### src/rtl/letc_core_stage_writeback.sv
// rtl/letc_core_stage_writeback.sv - LETC core writeback stage: load extraction, rd/CSR writes, forwarding, instret
package letc_core_pkg;
  typedef enum logic [1:0] {
    RD_SRC_ALU  = 2'd0,
    RD_SRC_CSR  = 2'd1,
    RD_SRC_MEM  = 2'd2,
    RD_SRC_RSVD = 2'd3
  } rd_src_e;

  typedef enum logic [1:0] {
    MEM_OP_NOP   = 2'd0,
    MEM_OP_LOAD  = 2'd1,
    MEM_OP_STORE = 2'd2,
    MEM_OP_AMO   = 2'd3
  } mem_op_e;

  typedef enum logic [2:0] {
    SIZE_BYTE   = 3'd0,
    SIZE_HALF   = 3'd1,
    SIZE_WORD   = 3'd2,
    SIZE_BYTE_U = 3'd4,
    SIZE_HALF_U = 3'd5
  } mem_size_e;

  localparam logic [11:0] CSR_MINSTRET  = 12'hB02;
  localparam logic [11:0] CSR_MINSTRETH = 12'hB82;

  typedef struct packed {
    logic [31:0] pc;
    rd_src_e     rd_src;
    logic [4:0]  rd_idx;
    logic        rd_we;
    logic        csr_expl_wen;
    logic [11:0] csr_idx;
    logic [31:0] csr_old_val;
    logic [31:0] csr_new_val;
    logic [31:0] alu_result;
    logic [31:0] mem_rdata;
    mem_op_e     mem_op;
    mem_size_e   mem_size;
    logic [31:0] mem_wdata;
`ifdef SIMULATION
    logic        sim_exit_req;
`endif
  } m2_to_w_s;
endpackage

module letc_core_stage_writeback
  import letc_core_pkg::*;
#(
  parameter logic [63:0] INSTRET_RST = 64'h0
) (
  input  logic        clk,
  input  logic        rst_n,
  output logic        w_ready,
  input  logic        w_flush,
  input  logic        w_stall,
  input  logic        m2_to_w_valid,
  input  m2_to_w_s    m2_to_w,
  output logic        rf_we,
  output logic [4:0]  rf_waddr,
  output logic [31:0] rf_wdata,
  output logic        csr_we,
  output logic [11:0] csr_waddr,
  output logic [31:0] csr_wdata,
  letc_core_forwarder_if.stage w_forwarder,
  output logic [63:0] instret
`ifdef SIMULATION
  ,
  output logic        sim_exit
`endif
);

  logic        ff_in_valid;
  m2_to_w_s    ff_in;
  logic        out_valid;
  logic [1:0]  off;
  logic [7:0]  ld_byte;
  logic [15:0] ld_half;
  logic [31:0] load_val;
  logic [31:0] rd_val;
  logic [63:0] instret_q;
  logic [63:0] instret_d;
  logic        unused_fields;

  assign w_ready = 1'b1;

  always_ff @(posedge clk) begin
    if (!rst_n) begin
      ff_in_valid <= 1'b0;
    end else if (!w_stall) begin
      ff_in_valid <= m2_to_w_valid;
    end
  end

  always_ff @(posedge clk) begin
    if (!w_stall) begin
      ff_in <= m2_to_w;
    end
  end

  // rst_n gating keeps the reset cycle itself free of architectural writes
  assign out_valid = rst_n && ff_in_valid && !w_flush && !w_stall;

  assign off     = ff_in.alu_result[1:0];
  assign ld_byte = ff_in.mem_rdata[{off, 3'b000} +: 8];
  assign ld_half = ff_in.mem_rdata[{off[1], 4'b0000} +: 16];

  always_comb begin
    load_val = ff_in.mem_rdata;
    if (ff_in.mem_op != MEM_OP_AMO) begin
      case (ff_in.mem_size)
        SIZE_BYTE:   load_val = {{24{ld_byte[7]}}, ld_byte};
        SIZE_BYTE_U: load_val = {24'h0, ld_byte};
        SIZE_HALF:   load_val = {{16{ld_half[15]}}, ld_half};
        SIZE_HALF_U: load_val = {16'h0, ld_half};
        default:     load_val = ff_in.mem_rdata;
      endcase
    end
  end

  always_comb begin
    rd_val = 32'hDEADBEEF;
    case (ff_in.rd_src)
      RD_SRC_ALU: rd_val = ff_in.alu_result;
      RD_SRC_CSR: rd_val = ff_in.csr_old_val;
      RD_SRC_MEM: rd_val = load_val;
      default:    rd_val = 32'hDEADBEEF;
    endcase
  end

  assign rf_we     = out_valid && ff_in.rd_we && (ff_in.rd_idx != 5'd0);
  assign rf_waddr  = ff_in.rd_idx;
  assign rf_wdata  = rd_val;

  assign csr_we    = out_valid && ff_in.csr_expl_wen;
  assign csr_waddr = ff_in.csr_idx;
  assign csr_wdata = ff_in.csr_new_val;

  // Every value is final by writeback, so availability is unconditional
  assign w_forwarder.instr_produces_rd = ff_in_valid && ff_in.rd_we;
  assign w_forwarder.rd_idx            = ff_in.rd_idx;
  assign w_forwarder.rd_val_avail      = 1'b1;
  assign w_forwarder.rd_val            = rd_val;

  // A software write to either counter half replaces that cycle's increment
  always_comb begin
    instret_d = instret_q;
    if (csr_we && (csr_waddr == CSR_MINSTRET)) begin
      instret_d[31:0] = csr_wdata;
    end else if (csr_we && (csr_waddr == CSR_MINSTRETH)) begin
      instret_d[63:32] = csr_wdata;
    end else if (out_valid) begin
      instret_d = instret_q + 64'd1;
    end
  end

  always_ff @(posedge clk) begin
    if (!rst_n) begin
      instret_q <= INSTRET_RST;
    end else begin
      instret_q <= instret_d;
    end
  end

  assign instret = instret_q;

  assign unused_fields = ^{ff_in.pc, ff_in.mem_wdata};

`ifdef SIMULATION
  always_ff @(posedge clk) begin
    if (!rst_n) begin
      sim_exit <= 1'b0;
    end else if (out_valid && ff_in.sim_exit_req) begin
      sim_exit <= 1'b1;
    end
  end

  always_ff @(posedge clk) begin
    if (out_valid && (ff_in.rd_src == RD_SRC_MEM) && (ff_in.mem_op != MEM_OP_AMO)) begin
      assert (!(((ff_in.mem_size == SIZE_HALF) || (ff_in.mem_size == SIZE_HALF_U)) && off[0]));
      assert (!((ff_in.mem_size == SIZE_WORD) && (off != 2'd0)));
    end
  end
`endif

endmodule

### src/rtl/letc_core_stage_writeback_if.sv
// rtl/letc_core_stage_writeback_if.sv - forwarding source interface driven by a pipeline stage
interface letc_core_forwarder_if;
  logic        instr_produces_rd;
  logic [4:0]  rd_idx;
  logic        rd_val_avail;
  logic [31:0] rd_val;

  modport stage (
    output instr_produces_rd,
    output rd_idx,
    output rd_val_avail,
    output rd_val
  );

  modport consumer (
    input instr_produces_rd,
    input rd_idx,
    input rd_val_avail,
    input rd_val
  );
endinterface

### src/flat_wrapper.sv
// flat-port wrapper written by rule: the top's interface ports become plain ports
module letc_core_stage_writeback_flat import letc_core_pkg::*;
#(
  parameter logic [63:0] INSTRET_RST = 64'h0
)
  (clk, rst_n, w_ready, w_flush, w_stall, m2_to_w_valid, m2_to_w, rf_we, rf_waddr, rf_wdata, csr_we, csr_waddr, csr_wdata, instret, w_forwarder_instr_produces_rd, w_forwarder_rd_idx, w_forwarder_rd_val_avail, w_forwarder_rd_val);
  letc_core_forwarder_if w_forwarder_i ();
  input  logic clk;
  input  logic rst_n;
  output logic w_ready;
  input  logic w_flush;
  input  logic w_stall;
  input  logic m2_to_w_valid;
  input  m2_to_w_s m2_to_w;
  output logic rf_we;
  output logic [4:0] rf_waddr;
  output logic [31:0] rf_wdata;
  output logic csr_we;
  output logic [11:0] csr_waddr;
  output logic [31:0] csr_wdata;
  output logic [63:0] instret;
  output wire logic [$bits(w_forwarder_i.instr_produces_rd)-1:0] w_forwarder_instr_produces_rd;
  output wire logic [$bits(w_forwarder_i.rd_idx)-1:0] w_forwarder_rd_idx;
  output wire logic [$bits(w_forwarder_i.rd_val_avail)-1:0] w_forwarder_rd_val_avail;
  output wire logic [$bits(w_forwarder_i.rd_val)-1:0] w_forwarder_rd_val;
  assign w_forwarder_instr_produces_rd = w_forwarder_i.instr_produces_rd;
  assign w_forwarder_rd_idx = w_forwarder_i.rd_idx;
  assign w_forwarder_rd_val_avail = w_forwarder_i.rd_val_avail;
  assign w_forwarder_rd_val = w_forwarder_i.rd_val;
  letc_core_stage_writeback #(.INSTRET_RST(INSTRET_RST)) u_core (.clk(clk), .rst_n(rst_n), .w_ready(w_ready), .w_flush(w_flush), .w_stall(w_stall), .m2_to_w_valid(m2_to_w_valid), .m2_to_w(m2_to_w), .rf_we(rf_we), .rf_waddr(rf_waddr), .rf_wdata(rf_wdata), .csr_we(csr_we), .csr_waddr(csr_waddr), .csr_wdata(csr_wdata), .w_forwarder(w_forwarder_i), .instret(instret));
endmodule
### config.mk
export PLATFORM = sky130hd
export DESIGN_NAME = letc_core_stage_writeback_flat
export DESIGN_NICKNAME = d
export VERILOG_FILES = /design/src/rtl/letc_core_stage_writeback.sv /design/src/rtl/letc_core_stage_writeback_if.sv /design/src/flat_wrapper.sv
export SDC_FILE = /design/constraint.sdc
export NUM_CORES = 1
export LEC_CHECK = 0
export ABC_AREA = 1
export CAP_MARGIN = 40
export CORE_AREA = 2 2 161 163
export DETAILED_ROUTE_END_ITERATION = 10
export DIE_AREA = 0 0 163 165
export DONT_BUFFER_PORTS = 1
export MAX_ROUTING_LAYER = met4
export SKIP_CTS_REPAIR_TIMING = 1
export SLEW_MARGIN = 20
export SYNTH_ARGS = -nofsm -noshare
export SYNTH_HDL_FRONTEND = slang
export SYNTH_SLANG_ARGS = --single-unit
### constraint.sdc
create_clock -name clk -period 4.5 [get_ports clk]
set_clock_uncertainty 0.2 [all_clocks]
set_input_delay 0.45 -clock clk [delete_from_list [all_inputs] [get_ports clk]]
set_output_delay 0.45 -clock clk [all_outputs]
set_load 0.01 [all_outputs]
==> qor.yml <==
status:
  outcome: "completed"
sta:
  fin_tns_setup_ns: 0
  hold_slack_ns: 0.0841
  hold_viol_final: 0
  worstMarginPinSlew_ns: 0.821
  finalCritPeriodShare_pct: 87.4
  slew_headroom_pct: 45.0
  rsz0062_at_grt: "false"
  post-route-min-period_ns: 3.93
  slew_violations: 0
  final-setup-viol-count: 0
  fmax_mhz: 254
synthesis:
  syn_area_sq_um: 11900
  yosysSeqAreaShare_pct: 50.0
  synth_cell_type_count: 38
  ys_ff_latch: 219
  syn_avg_cell_area_sq_um: 7.94
  ys_warn_count: 0
  syn_inst: 1494
grt:
  grt_start_max_net_pins: 90
  gr-usage-all-layers_pct: 28.2
  grt_pass1_wl_um: 54600
  antenna_found_initial: 2
  first_global_vias: 9010
  grt_overflow: 0
clock_network:
  cts_sinks: 219
  clk_pin_slew_ns: 0.06
  clock_path_buffers: 3
  clk_latency_ns: 0.55
  cts_buffers: 25
  cts_root_buffer: "clkbuf_16"
  htree_levels: 1
  cts_tree: "done"
floorplan:
  ioPinCount: 410
  dieArea_sq_um: 26900
  fp.dieW_um: 163
  die_h_um: 165
  start_util_pct: 47.4
  coreArea_sq_um: 25000
  row_count: 58
power_and_ir_drop:
  vdd_drop_max_mv: 0.354
  power_mw: 5.08
  p_leak_nw: 5.27
  pwr_density_cell_nw_per_um2: 363
placement:
  dp_hpwl_um: 28600
  placed_cells: 1700
  gp_congestion: 1.02
  numPortBuffers: 0
setup_path:
  worstPathArrival_ns: 3.28
  crit_path_end_kind: "output pin"
  required_ns: 3.85
  crit_type: "reg2out"
  crit_fanout: 26
  crit_chain: "inv_2, nand2_1, nand3_1, o21ai_0, nand3_1, o21ai_1, inv_1, nand2_1, nand2_1, nand3_1"
  max_stage_delay_ns: 0.89
  path_buf_inv: 2
  critPathLaunchType: "register"
  slowest_stage: "edfxtp_1"
  cp_top_family: "simple AND/OR/NAND/NOR gates"
routing:
  drt_iter0_markers: 803
  wire_per_inst_um: 20.8
  num_vias: 10300
  vias_per_cell: 5.42
  ant_nets: 0
  wirelength_um: 39500
  drc: 0
  dr.pass1.iters: 5
run:
  drv_cap: 0
layout:
  nNetsFinal: 1778
  stdcell_count: 1904
  fillers: 2290
  area_growth_pct: 17.9
  drive_gt1_share_pct: 6.30
worst_hold_path:
  hold_class: "in2reg"
==> cells in the final DEF, fill, tap and decap left out, drive strengths merged, types with 3 or more instances in the layout <==
cell type    Yosys  final
nand3b           7      7
dlygate4sd3      0    156
inv            112    115
nand2          421    421
bufinv           0      5
nand3          100    100
xor2             8      8
a21oi           75     75
nor3             9      9
buf            114     14
clkbuf          24     31
o21bai           3      3
o211ai          10     10
o22ai            5      5
nand4           11     11
dfxtp           65     65
edfxtp         154    154
or2             14     14
xnor2            4      4
clkinv           1      6
nor2           245    245
o21ai          106    106
==> layer usage <==
layer  up-vias  GRT usage, %  part of all wire [%]
met5         -             -                     0
met4         0          8.33                   3.0
met3        75          8.89                    11
met2       502          43.8                    47
met1      4806          35.6                    39
li1       4928             -                     -
==> area by class of cell <==
type	count	area, sq um	area share, %
flip-flops and latches	219	5930	42.4
repair buffers	170	1710	12.2
clock buffers	31	668	4.78
well taps	330	413	2.95
diodes	2	5.00	0.0358
inverters	113	429	3.07
multi-input cells	1025	4610	33.0
clock inverters	14	216	1.55
==> per-stage QoR <==
stage	instance area, sq um	util (%)	setup WS (ns)
finish	14000	55.8	0.569
global route	14000	55.8	0.300
global placement	11500	45.8	1.32
floorplan	11900	-	0.358
CTS	12400	49.5	0.675
detailed placement	11500	46.0	1.28
==> Yosys cell counts <==
| cell type | count | area share (%) |
|---|---|---|
| nand2_1 | 407 | 13 |
| nor2_1 | 227 | 7.2 |
| edfxtp_1 | 154 | 39 |
| inv_1 | 110 | 3.5 |
| nand3_1 | 99 | 4.2 |
| o21ai_0 | 97 | 4.1 |
| buf_4 | 88 | 5.6 |
| a21oi_1 | 75 | 3.2 |
| dfxtp_1 | 65 | 11 |
| clkbuf_1 | 24 | 0.76 |
| buf_2 | 21 | 0.89 |
| nand2_2 | 13 | 0.69 |
| nand4_1 | 10 | 0.53 |
| o211ai_1 | 10 | 0.63 |
| nor2_4 | 9 | 0.85 |
| nor3_1 | 9 | 0.38 |
| o21ai_1 | 9 | 0.38 |
| nor2_2 | 8 | 0.42 |
| xor2_1 | 8 | 0.59 |
| nand3b_1 | 7 | 0.44 |
| or2_0 | 7 | 0.37 |
| buf_6 | 5 | 0.47 |
| o22ai_1 | 5 | 0.26 |
| or2_1 | 4 | 0.21 |
| xnor2_1 | 4 | 0.30 |
| o21bai_1 | 3 | 0.19 |
| or2_2 | 3 | 0.16 |
| a211oi_1 | 2 | 0.13 |
| inv_2 | 2 | 0.063 |
| a22o_1 | 1 | 0.074 |
| clkinv_1 | 1 | 0.032 |
| conb_1 | 1 | 0.032 |
| ha_1 | 1 | 0.11 |
| nand2_4 | 1 | 0.095 |
| nand3_2 | 1 | 0.084 |
| nand4_2 | 1 | 0.11 |
| nor2_8 | 1 | 0.17 |
| nor4_1 | 1 | 0.053 |
==> power by group <==
group / leakage, nW / internal [mW] / total [mW] / switching, mW
Sequential: 2.03 / 2.29 / 2.40 / 0.110
Clock: 0.436 / 1.35 / 2.22 / 0.871
Combinational: 2.80 / 0.165 / 0.457 / 0.293
==> registers in the layout, indices dropped and copies added, names as in the netlist <==
register,count
u_core.csr_wdata,32
u_core.ff_in,105
u_core.csr_waddr,12
u_core.ff_in_valid,1
u_core.rf_waddr,5
u_core.instret,64
==> logic make-up (layout without fill, tap and decap cells) <==
group | after synthesis | in the layout | share of synthesized area (%)
adder cells (fa/ha/maj) | 1 | 1 | 0.106
AND/OR/NAND/NOR | 808 | 808 | 28.8
buffers and inverters | 251 | 328 | 11.3
other | 1 | 4 | 0.0316
XOR/XNOR | 12 | 12 | 0.886
flip-flops | 219 | 219 | 50.0
AO/OA/AOI/OAI | 202 | 202 | 8.93
==> path summary, 6_finish.rpt <==
check | startpoint | endpoint | slack [ns] | cells after the start
min reg2reg | u_core.ff_in_valid | u_core.ff_in_valid | 0.32 | 2
max reg2reg | u_core.instret[1] | u_core.instret[22] | 2.00 | 10
min | rst_n | u_core.instret[19] | 0.08 | 2
max | u_core.ff_in[70] | w_forwarder_rd_val[8] | 0.57 | 10
(Power assumes the default switching activity.)
